`src/rtl/calc2_port_sched.sv`:
```
// calc2_port_sched: shares one calc2 request port among NUM_CLIENTS requesters.
// Round-robin grant, lowest-free tag allocation out of 4, two-cycle request
// beats (OP1: cmd/op1, OP2: op2), response routed back to the tag owner.
// Optional feature macro: CALC2_SCHED_TIMEOUT_EN adds per-tag response timeouts
// that strobe the owner with resp=2'b11, data=0 after TIMEOUT_CYCLES.
//
// state | meaning
// IDLE  | port outputs zero; accept a command if a client is valid and a tag is free
// OP1   | driving cmd, op1 and tag
// OP2   | driving cmd=0, op2 and tag
module calc2_port_sched #(
    parameter int NUM_CLIENTS    = 4,
    parameter int TIMEOUT_CYCLES = 64
) (
    input  logic                      c_clk,
    input  logic                      reset,
    input  logic [NUM_CLIENTS-1:0]    cli_req_valid,
    output logic [NUM_CLIENTS-1:0]    cli_req_ready,
    input  logic [4*NUM_CLIENTS-1:0]  cli_req_cmd,
    input  logic [32*NUM_CLIENTS-1:0] cli_req_op1,
    input  logic [32*NUM_CLIENTS-1:0] cli_req_op2,
    output logic [NUM_CLIENTS-1:0]    cli_rsp_valid,
    output logic [1:0]                cli_rsp_resp,
    output logic [31:0]               cli_rsp_data,
    output logic [3:0]                req_cmd_in,
    output logic [31:0]               req_data_in,
    output logic [1:0]                req_tag_in,
    input  logic [1:0]                out_resp,
    input  logic [31:0]               out_data,
    input  logic [1:0]                out_tag,
    output logic [2:0]                tags_free,
    output logic                      err_spurious
);

    localparam int CW = $clog2(NUM_CLIENTS);

    if (NUM_CLIENTS < 2 || NUM_CLIENTS > 8 || TIMEOUT_CYCLES < 2) begin : g_bad_params
        $error("calc2_port_sched: parameter out of range");
    end

    typedef enum logic [1:0] {IDLE, OP1, OP2} state_t;

    state_t        state, state_next;
    logic [3:0]    busy, busy_next;
    logic [CW-1:0] owner [4];
    logic [CW-1:0] rr_ptr;
    logic [31:0]   op2_hold;

    logic          grant_found;
    logic [CW-1:0] grant_idx;
    logic          tag_found;
    logic [1:0]    alloc_tag;
    logic          accept;
    logic [3:0]    cmd_next;
    logic [31:0]   data_next;
    logic [1:0]    tag_next;

    logic          rsp_hit, rsp_spur, rsp_fire;
    logic [1:0]    rsp_tag, rsp_code;
    logic [31:0]   rsp_word;

    // Round-robin search: first valid client at or after rr_ptr, wrapping.
    always_comb begin
        int idx;
        logic [CW-1:0] idx_c;
        grant_found = 1'b0;
        grant_idx   = '0;
        idx         = 0;
        idx_c       = '0;
        for (int k = 0; k < NUM_CLIENTS; k++) begin
            idx = int'(rr_ptr) + k;
            if (idx >= NUM_CLIENTS) idx = idx - NUM_CLIENTS;
            idx_c = CW'(idx);
            if (!grant_found && cli_req_valid[idx_c]) begin
                grant_found = 1'b1;
                grant_idx   = idx_c;
            end
        end
    end

    // Lowest-numbered free tag from the mask at the start of the cycle.
    always_comb begin
        tag_found = 1'b0;
        alloc_tag = 2'd0;
        for (int t = 3; t >= 0; t--) begin
            if (!busy[t]) begin
                tag_found = 1'b1;
                alloc_tag = 2'(t);
            end
        end
    end

    // Free-tag population count.
    always_comb begin
        tags_free = 3'd0;
        for (int t = 0; t < 4; t++) tags_free = tags_free + {2'b00, ~busy[t]};
    end

    assign rsp_hit  = (out_resp != 2'b00) &&  busy[out_tag];
    assign rsp_spur = (out_resp != 2'b00) && !busy[out_tag];

`ifdef CALC2_SCHED_TIMEOUT_EN
    localparam int TW = $clog2(TIMEOUT_CYCLES);
    localparam logic [TW-1:0] AGE_LAST = TW'(TIMEOUT_CYCLES - 1);

    logic [TW-1:0] age [4];
    logic          tmo_found;
    logic [1:0]    tmo_tag;

    // Lowest busy tag whose age counter has reached the limit.
    always_comb begin
        tmo_found = 1'b0;
        tmo_tag   = 2'd0;
        for (int t = 3; t >= 0; t--) begin
            if (busy[t] && age[t] == AGE_LAST) begin
                tmo_found = 1'b1;
                tmo_tag   = 2'(t);
            end
        end
    end

    // Per-tag age; saturates at the limit so a timeout deferred by a real response retries.
    always_ff @(posedge c_clk or posedge reset) begin
        if (reset) begin
            for (int t = 0; t < 4; t++) age[t] <= '0;
        end else begin
            for (int t = 0; t < 4; t++) begin
                if (accept && alloc_tag == 2'(t)) age[t] <= '0;
                else if (busy[t] && age[t] != AGE_LAST) age[t] <= age[t] + 1'b1;
            end
        end
    end
`endif

    // Pick the response to strobe this cycle: a real response always wins.
    always_comb begin
        rsp_fire = rsp_hit;
        rsp_tag  = out_tag;
        rsp_code = out_resp;
        rsp_word = out_data;
`ifdef CALC2_SCHED_TIMEOUT_EN
        if (!rsp_hit && tmo_found) begin
            rsp_fire = 1'b1;
            rsp_tag  = tmo_tag;
            rsp_code = 2'b11;
            rsp_word = 32'd0;
        end
`endif
    end

    // Next state, accept handshake and next values of the registered port outputs.
    always_comb begin
        state_next    = state;
        accept        = 1'b0;
        cli_req_ready = '0;
        cmd_next      = 4'd0;
        data_next     = 32'd0;
        tag_next      = 2'd0;
        case (state)
            IDLE: begin
                // Ready stays low while reset is held so no transfer is lost.
                if (grant_found && tag_found && !reset) begin
                    accept        = 1'b1;
                    cli_req_ready = NUM_CLIENTS'(1) << grant_idx;
                    cmd_next      = cli_req_cmd[4*grant_idx +: 4];
                    data_next     = cli_req_op1[32*grant_idx +: 32];
                    tag_next      = alloc_tag;
                    state_next    = OP1;
                end
            end
            OP1: begin
                data_next  = op2_hold;
                tag_next   = req_tag_in;
                state_next = OP2;
            end
            default: state_next = IDLE;
        endcase
    end

    // Busy mask: release the responding tag, claim the allocated one.
    always_comb begin
        busy_next = busy;
        if (rsp_fire) busy_next[rsp_tag] = 1'b0;
        if (accept)   busy_next[alloc_tag] = 1'b1;
    end

    // FSM state, port outputs, RR pointer and held op2.
    always_ff @(posedge c_clk or posedge reset) begin
        if (reset) begin
            state       <= IDLE;
            req_cmd_in  <= 4'd0;
            req_data_in <= 32'd0;
            req_tag_in  <= 2'd0;
            rr_ptr      <= '0;
            op2_hold    <= 32'd0;
        end else begin
            state       <= state_next;
            req_cmd_in  <= cmd_next;
            req_data_in <= data_next;
            req_tag_in  <= tag_next;
            if (accept) begin
                op2_hold <= cli_req_op2[32*grant_idx +: 32];
                rr_ptr   <= (grant_idx == CW'(NUM_CLIENTS - 1)) ? '0 : grant_idx + CW'(1);
            end
        end
    end

    // Tag ownership, response strobe and sticky spurious flag.
    always_ff @(posedge c_clk or posedge reset) begin
        if (reset) begin
            busy          <= 4'd0;
            for (int t = 0; t < 4; t++) owner[t] <= '0;
            cli_rsp_valid <= '0;
            cli_rsp_resp  <= 2'd0;
            cli_rsp_data  <= 32'd0;
            err_spurious  <= 1'b0;
        end else begin
            busy          <= busy_next;
            if (accept) owner[alloc_tag] <= grant_idx;
            cli_rsp_valid <= rsp_fire ? (NUM_CLIENTS'(1) << owner[rsp_tag]) : '0;
            cli_rsp_resp  <= rsp_fire ? rsp_code : 2'd0;
            cli_rsp_data  <= rsp_fire ? rsp_word : 32'd0;
            if (rsp_spur) err_spurious <= 1'b1;
        end
    end

endmodule

```
`config.mk`:
```
export PLATFORM = sky130hd
export DESIGN_NAME = calc2_port_sched
export DESIGN_NICKNAME = d
export VERILOG_FILES = /design/src/rtl/calc2_port_sched.sv
export SDC_FILE = /design/constraint.sdc
export NUM_CORES = 1
export LEC_CHECK = 0
export ABC_AREA = 1
export CAP_MARGIN = 20
export CORE_AREA = 2 2 155 157
export DETAILED_ROUTE_END_ITERATION = 10
export DIE_AREA = 0 0 157 159
export GPL_ROUTABILITY_DRIVEN = 0
export PLACE_DENSITY_LB_ADDON = 0.1
export SETUP_SLACK_MARGIN = 0.02
export SKIP_CTS_REPAIR_TIMING = 1
export SYNTH_ARGS = -nofsm -noshare
export SYNTH_HDL_FRONTEND = slang
export SYNTH_SLANG_ARGS = --single-unit
```
`constraint.sdc`:
```
create_clock -name c_clk -period 5.8 [get_ports c_clk]
set_input_delay 1.45 -clock c_clk [delete_from_list [all_inputs] [get_ports c_clk]]
set_output_delay 1.45 -clock c_clk [all_outputs]
set_load 0.1 [all_outputs]
```
* After elaboration in Yosys (flattened, before gate mapping)
Cells that the tools add are included. W data, S select, Z words.
Storage, ports and cells: register bits after elaboration 125, word-level logic and storage cells 133
Cells by class: $lt $le $gt $ge 15, shift operators 5, reduce and logical (&&, ||, !) cells 17, muxes and demuxes 58, eq/ne operators 3, bitwise gates (word level) 9, add/sub/neg operators 11
Operator list (count):
- $shiftx A128 B8 Y32 | 2
- $mux W32 | 2
- $pmux W32 S2 | 1
- $mux W2 | 19
- $mux W4 | 7
- $lt A2 B3 Y1 const B | 6
- $mux W1 | 17
- $shiftx A16 B5 Y4 | 1
- $ge A3 B3 Y1 const B | 5
- $bmux W1 S2 | 5
- $logic_and A1 B1 Y1 | 10
- $bwmux W8 | 1
- $pmux W2 S2 | 2
- $shl A1 B2 Y4 const A | 2
- $sub A2 B1 Y2 const B | 4
- $add A2 B2 Y3 const B | 2
- $not A2 Y3 | 2
- $logic_not A1 Y1 | 5
- $and A4 B4 Y4 | 1
- $bmux W2 S2 | 1
- $demux W1 S2 | 2
- $demux W2 S2 | 1
- $ge A2 B1 Y1 const B | 2
- $not A1 Y1 | 4
- 14 further kinds | 14

* Logic depth before layout (Yosys ltp)
Gate-level depths: netlist of run 1.
depth in word-level cells 19, mapped depth 16, depth with buffers taken out 14

* Worst setup path after synthesis of run 1
Ideal clock, no wire load.
path type input to output, start point input port cli_req_valid[3], end point output port cli_req_ready[2], arrival time 3.919 ns, slack 0.431 ns, required time 4.350 ns, stages 12, buffers on the path 2, path through inv_1 nand2_1 nand3_1 nand2_1 nor2_4 nand3_4 nand3_2 buf_6 buf_2 ha_1 inv_1 nor2_1
Between the ends: cells in the longest elaborated chain, start to end 16
Ends and longest elaborated chain:
- from (decl) | RTL line 17 | input logic [NUM_CLIENTS-1:0] cli_req_valid,
- $bmux W1 S2 | RTL line 74 | if (!grant_found && cli_req_valid[idx_c]) begin
- $mux W1 (not written as such) | RTL line 74
- $mux W1 | RTL line 74
- $logic_not A1 Y1 | RTL line 74
- $logic_and A1 B1 Y1 | RTL line 74
- $mux W1 | RTL line 74
- $logic_not A1 Y1 | RTL line 74
- $logic_and A1 B1 Y1 | RTL line 74
- $mux W1 | RTL line 74
- $logic_not A1 Y1 | RTL line 74
- $logic_and A1 B1 Y1 | RTL line 74
- $mux W1 | RTL line 74
- $logic_and A1 B1 Y1 (2 in series) | RTL line 162 | if (grant_found && tag_found && !reset) begin
- $mux W4 (*) | RTL line 162
- $mux W4 (*) | RTL line 159 | case (state)
- to (decl) | RTL line 18 | output logic [NUM_CLIENTS-1:0] cli_req_ready,
Every way passes the cells marked *; elsewhere a longest branch is shown, timed or not. The select of a mux whose other input is x is not followed.

* Worst setup path after layout of run 1
start point input port cli_req_valid[1], end point output port cli_req_ready[3]
Same word-level chain as after synthesis.

==> results of run 1 <==
-- sequential cells by signal, indices dropped and copies added (netlist names) --
signal / count
busy: 4
cli_rsp_data: 32
cli_rsp_resp: 2
cli_rsp_valid: 4
err_spurious: 1
op2_hold: 32
owner: 8
req_cmd_in: 4
req_data_in: 32
req_tag_in: 2
rr_ptr: 2
state: 2
-- cells in the final DEF (no fill, tap or decap), types with 3 or more instances in the layout --
master and n:
a21oi_1 5, a22oi_1 3, buf_12 4, buf_4 16, bufinv_16 4, clkbuf_16 17, clkdlybuf4s50_1 393, clkinv_4 3
dfrtp_1 125, ha_1 6, inv_1 205, inv_2 5, inv_6 4, nand2_1 391, nand3_1 180, nand3_4 3
nand4_1 132, nor2_1 44, nor3_1 5, o21ai_0 16
-- worst paths after layout --
path | slack [ps] | cells past startpoint | endpoint | startpoint
worst max-delay path | 690 | 14 | cli_req_ready[3] | cli_req_valid[1]
worst min-delay path | 470 | 2 | req_data_in[31]$_DFF_PP0_ | op2_hold[31]$_DFFE_PP0P_
worst max register to register | 2340 | 15 | op2_hold[21]$_DFFE_PP0P_ | rr_ptr[0]$_DFFE_PP0P_
worst min register to register | 470 | 2 | req_data_in[31]$_DFF_PP0_ | op2_hold[31]$_DFFE_PP0P_
max in group asynchronous | 3160 | 3 | cli_rsp_data[2]$_DFF_PP0_ | reset
min in group asynchronous | 1590 | 2 | cli_rsp_valid[2]$_DFF_PP0_ | reset
-- area by class of cell --
class / instances / area, µm²
multi-input combinational: 799 / 3770
antenna: 2 / 5.00
sequential: 125 / 3130
tap: 319 / 399
clock inverter: 12 / 183
fill: 2294 / 10300
timing repair buffer: 413 / 4130
inverter: 212 / 803
clock buffer: 20 / 457
-- worst max-delay path, delay by kind of cell --
kind,cells,cell delay (ps)
buffers and inverters,5,920
AND/OR/NAND/NOR,8,1140
adder cells (fa/ha/maj),1,150
-- through the flow --
| stage | utilization, % | worst slack [ps] |
|---|---|---|
| floorplan | - | 431 |
| global placement | 52.8 | 790 |
| detailed placement | 52.8 | 716 |
| CTS | 55.5 | 695 |
| global route | 55.5 | 502 |
| finish | 55.5 | 691 |
-- routing by layer --
layer	share of wire (%)	wire length [µm]	global-route usage [%]
met5	0	0	0
met4	3.0	964	9.34
met1	42	13400	30.8
met2	48	15300	42.1
met3	7.2	2320	6.31
-- report_power, final --
group / internal, mW / switching, mW / leakage, nW
combinational: 1.65 / 4.37 / 4.65
sequential: 1.18 / 0.154 / 1.62
clock: 0.746 / 0.412 / 0.315
-- logic make-up (layout without fill, tap and decap cells) --
group	after synthesis	count (layout)	synth area share, %
buffers and inverters	303	657	15.3
adder cells (fa/ha/maj)	7	7	1.17
AO/OA/AOI/OAI	29	29	1.99
flip-flops	125	125	38.6
other	0	2	0
AND/OR/NAND/NOR	763	763	42.9
==> flow_summary.json, run 1 <==
{
  "status": "finished, final reports clean",
  "finalCritPeriodShare_pct": 88.1,
  "p_leak_nw": 6.58,
  "grt_pass1_vias": 8779,
  "vias": 9127,
  "synth_area_leaders": "dfrtp_1 39%, nand2_1 18%, nand3_1 11%",
  "setup_tns_ps": 0,
  "avgRoutedWirePerCell_um": 16.8,
  "cp_slowest_stage_delay_ps": 420,
  "synthCells": 1227,
  "die_w_um": 157,
  "cts_sinks": 125,
  "first_pass_iters": 5,
  "path_clk_slew_ps": 60,
  "syn2layout_area_growth_pct": 59.0,
  "cts_root_buffer": "clkbuf_16",
  "crit_chain": "clkdlybuf4s50_1, inv_1, nand2_1, nand3_1, nand2_1, nor2_4, nand3_1, nand3_1, nand2_4, inv_2, ha_1, inv_1, nor2_1, buf_12",
  "yosysMostFrequentCell": "nand2_1",
  "htree_num_levels": 4,
  "io_pins": 398,
  "cts_made_buffers": 17,
  "setup_violations": 0,
  "worst_path_most_repeated_cell": "nand3_1",
  "skew_ps": 16.9,
  "drc": 0,
  "placed_cell_area_um2": 12200,
  "totalPowerFinal_mw": 8.51,
  "hold-worst-slack_ps": 467,
  "rsz0062_at_grt": "false",
  "synth_cell_types": 29,
  "yosys.area.top_type": "dfrtp_1",
  "post-place-cells": 1868,
  "drtIter0Drc": 616,
  "crit_fanout": 27,
  "period_minus_slack_ps": 5110,
  "hold_class": "flop to flop",
  "synthTopCellsByCount": "392 x nand2_1, 206 x inv_1, 180 x nand3_1",
  "async_reset_ff_share_pct": 100,
  "cts_buffer_depth": 2,
  "cts_tree": "yes",
  "port_buffers": 397,
  "worst_pin_slew_ps": 1060,
  "ys_seq_area_share_pct": 38.6,
  "die-area_um2": 25000,
  "die_y_um": 159,
  "ys_ff_latch": 125,
  "crit_arrival_ps": 3660,
  "cp_slowest_cell": "clkdlybuf4s50_1",
  "yosys_warnings": 0,
  "coreArea_um2": 23200,
  "hold_viol": 0,
  "place_hpwl_um": 23600,
  "peakVddDrop_mv": 0.532,
  "path_class": "primary input to output pin",
  "final_antenna_net_count": 0,
  "start_util_pct": 34.9,
  "fmax_mhz": 196,
  "grt_usage_pct": 25.0,
  "drive_gt1_share_pct": 4.36,
  "stdcell_count": 1902,
  "syn_area_per_cell_um2": 6.60,
  "num-nets-final": 1889,
  "grt_max_degree": 91,
  "syn_nets": 1548,
  "synth-edff-count": 0,
  "synth_flop_cell": "dfrtp_1",
  "num_rows": 56,
  "cp-start-kind": "primary input",
  "antenna_found_initial": 2,
  "grt_pass1_wl_um": 48300,
  "cp_data_required_time_ps": 4350,
  "cellPowerDensity_nw_per_um2": 661,
  "stdcell_area_um2": 12900,
  "crit_path_end_kind": "output pin",
  "netlist_area_um2": 8100,
  "synth_top_area_share_pct": 38.6,
  "clock_latency_ps": 430,
  "routed_wl_um": 32000,
  "slew_viol_final": 0,
  "drv_cap": 0,
  "max-slew-margin-rel_pct": 29.3,
  "via_per_inst": 4.80,
  "overflow": 0
}
Note: power is estimated with default switching activity, not from simulation.
==> run 2: changes to the inputs <==
DONT_BUFFER_PORTS = 1   (was default)
SLEW_MARGIN = 20   (was default)
==> flow_summary.json, run 2 (same netlist as run 1, synthesis figures left out) <==
{
  "status": "finished, final reports clean",
  "drc": 0,
  "cp-start-kind": "primary input",
  "cts_sinks": 125,
  "avgRoutedWirePerCell_um": 19.8,
  "hold-worst-slack_ps": 479,
  "path_class": "primary input to output pin",
  "crit_fanout": 25,
  "overflow": 0,
  "seqCellArea_um2": 3130,
  "layout_commonest_cell": "nand2_1",
  "pre_cts_slack_ps": 1200,
  "finalWorstSetupSlack_ps": 1190,
  "die_y_um": 159,
  "fmax_mhz": 217,
  "via_per_inst": 5.21,
  "path_buf_inv": 4,
  "worst_path_most_repeated_cell": "nand3_1",
  "drv_cap": 0,
  "grt_pass1_wl_um": 45100,
  "vias": 7855,
  "num_rows": 56,
  "finalCritPeriodShare_pct": 79.4,
  "cts_buffer_depth": 2,
  "grt_max_degree": 76,
  "htree_num_levels": 4,
  "crit_path_end_kind": "output pin",
  "crit_chain": "inv_1, nand2_1, nand3_1, nand2_1, nor2_4, nand3_1, nand3_1, nand2_4, inv_2, ha_1, inv_1, nor2_2, buf_12",
  "setup_tns_ps": 0,
  "grt_pass1_vias": 7683,
  "crit_arrival_ps": 3160,
  "cts_root_buffer": "clkbuf_16",
  "cp_slowest_stage_delay_ps": 220,
  "io_pins": 398,
  "syn2layout_area_growth_pct": 9.71,
  "cp_data_required_time_ps": 4350,
  "skew_ps": 8.24,
  "clock_latency_ps": 420,
  "die-area_um2": 25000,
  "setup_violations": 0,
  "drtIter0Drc": 501,
  "hold_viol": 0,
  "top_regs": "cli_rsp_data x32, op2_hold x32, req_data_in x32",
  "slew_viol_final": 0,
  "path_clk_slew_ps": 60,
  "rsz0062_at_grt": "false",
  "die_w_um": 157,
  "start_util_pct": 34.9,
  "cts_tree": "yes",
  "num-nets-final": 1494,
  "routed_wl_um": 29800,
  "hold_class": "flop to flop",
  "coreArea_um2": 23200,
  "crit_family": "simple AND/OR/NAND/NOR gates",
  "drive_gt1_share_pct": 5.99,
  "worst_pin_slew_ps": 983,
  "port_buffers": 0,
  "antenna_found_initial": 3,
  "max-slew-margin-rel_pct": 34.5,
  "first_pass_iters": 5,
  "grt_usage_pct": 23.7,
  "cts_made_buffers": 17,
  "place_hpwl_um": 21400,
  "most-common-layout-cells": "391 x nand2_1, 205 x inv_1, 180 x nand3_1",
  "period_minus_slack_ps": 4610,
  "fillers": 2539,
  "cp_slowest_cell": "nand2_4",
  "final_antenna_net_count": 0,
  "multi_input_comb_area_um2": 3780
}
-- run 2: area by class of cell --
class,instances,share of cell area [%]
antenna,2,0.0563
clock buffer,18,4.83
clock inverter,14,2.07
inverter,212,9.04
multi-input combinational,799,42.5
sequential,125,35.2
tap,319,4.49
timing repair buffer,18,1.80
-- run 2: layer usage --
metal	GRT usage, %	up-vias	routed length (µm)
li1	-	3794	-
met1	29.7	3751	12500
met2	40.3	287	14800
met3	6.23	23	2040
met4	6.05	0	399
met5	0	-	0
-- run 2: tightest hold or removal path, stage by stage (launching register included) --
cell and delay, ps:
dfrtp_1 340, nand2_1 50, nand2_1 50
-- run 2: path summary, 6_finish.rpt --
kind                                               start                    endpoint  depth (start not counted)  slack [ps]
worst min-delay path            op2_hold[17]$_DFFE_PP0P_   req_data_in[17]$_DFF_PP0_                          2         480
worst max-delay path                    cli_req_valid[3]            cli_req_ready[3]                         13        1190
max in group asynchronous                          reset    op2_hold[15]$_DFFE_PP0P_                          2        3590
worst max register to register     rr_ptr[0]$_DFFE_PP0P_    op2_hold[24]$_DFFE_PP0P_                         15        2260
worst min register to register  op2_hold[17]$_DFFE_PP0P_   req_data_in[17]$_DFF_PP0_                          2         480
min in group asynchronous                          reset  cli_rsp_valid[2]$_DFF_PP0_                          1         960
-- run 2: stage by stage --
stage               util [%]  cell area [µm²]  std cells
floorplan                  -             8100       1227
global placement        35.7             8270       1473
detailed placement      35.7             8270       1473
CTS                     38.3             8880       1505
global route            38.3             8890       1507
finish                  38.3             8890       1507
Power of run 2 is left out: the tool's default activity adds up to more than one toggle a clock period on the data nets, which glitch-free logic cannot reach.
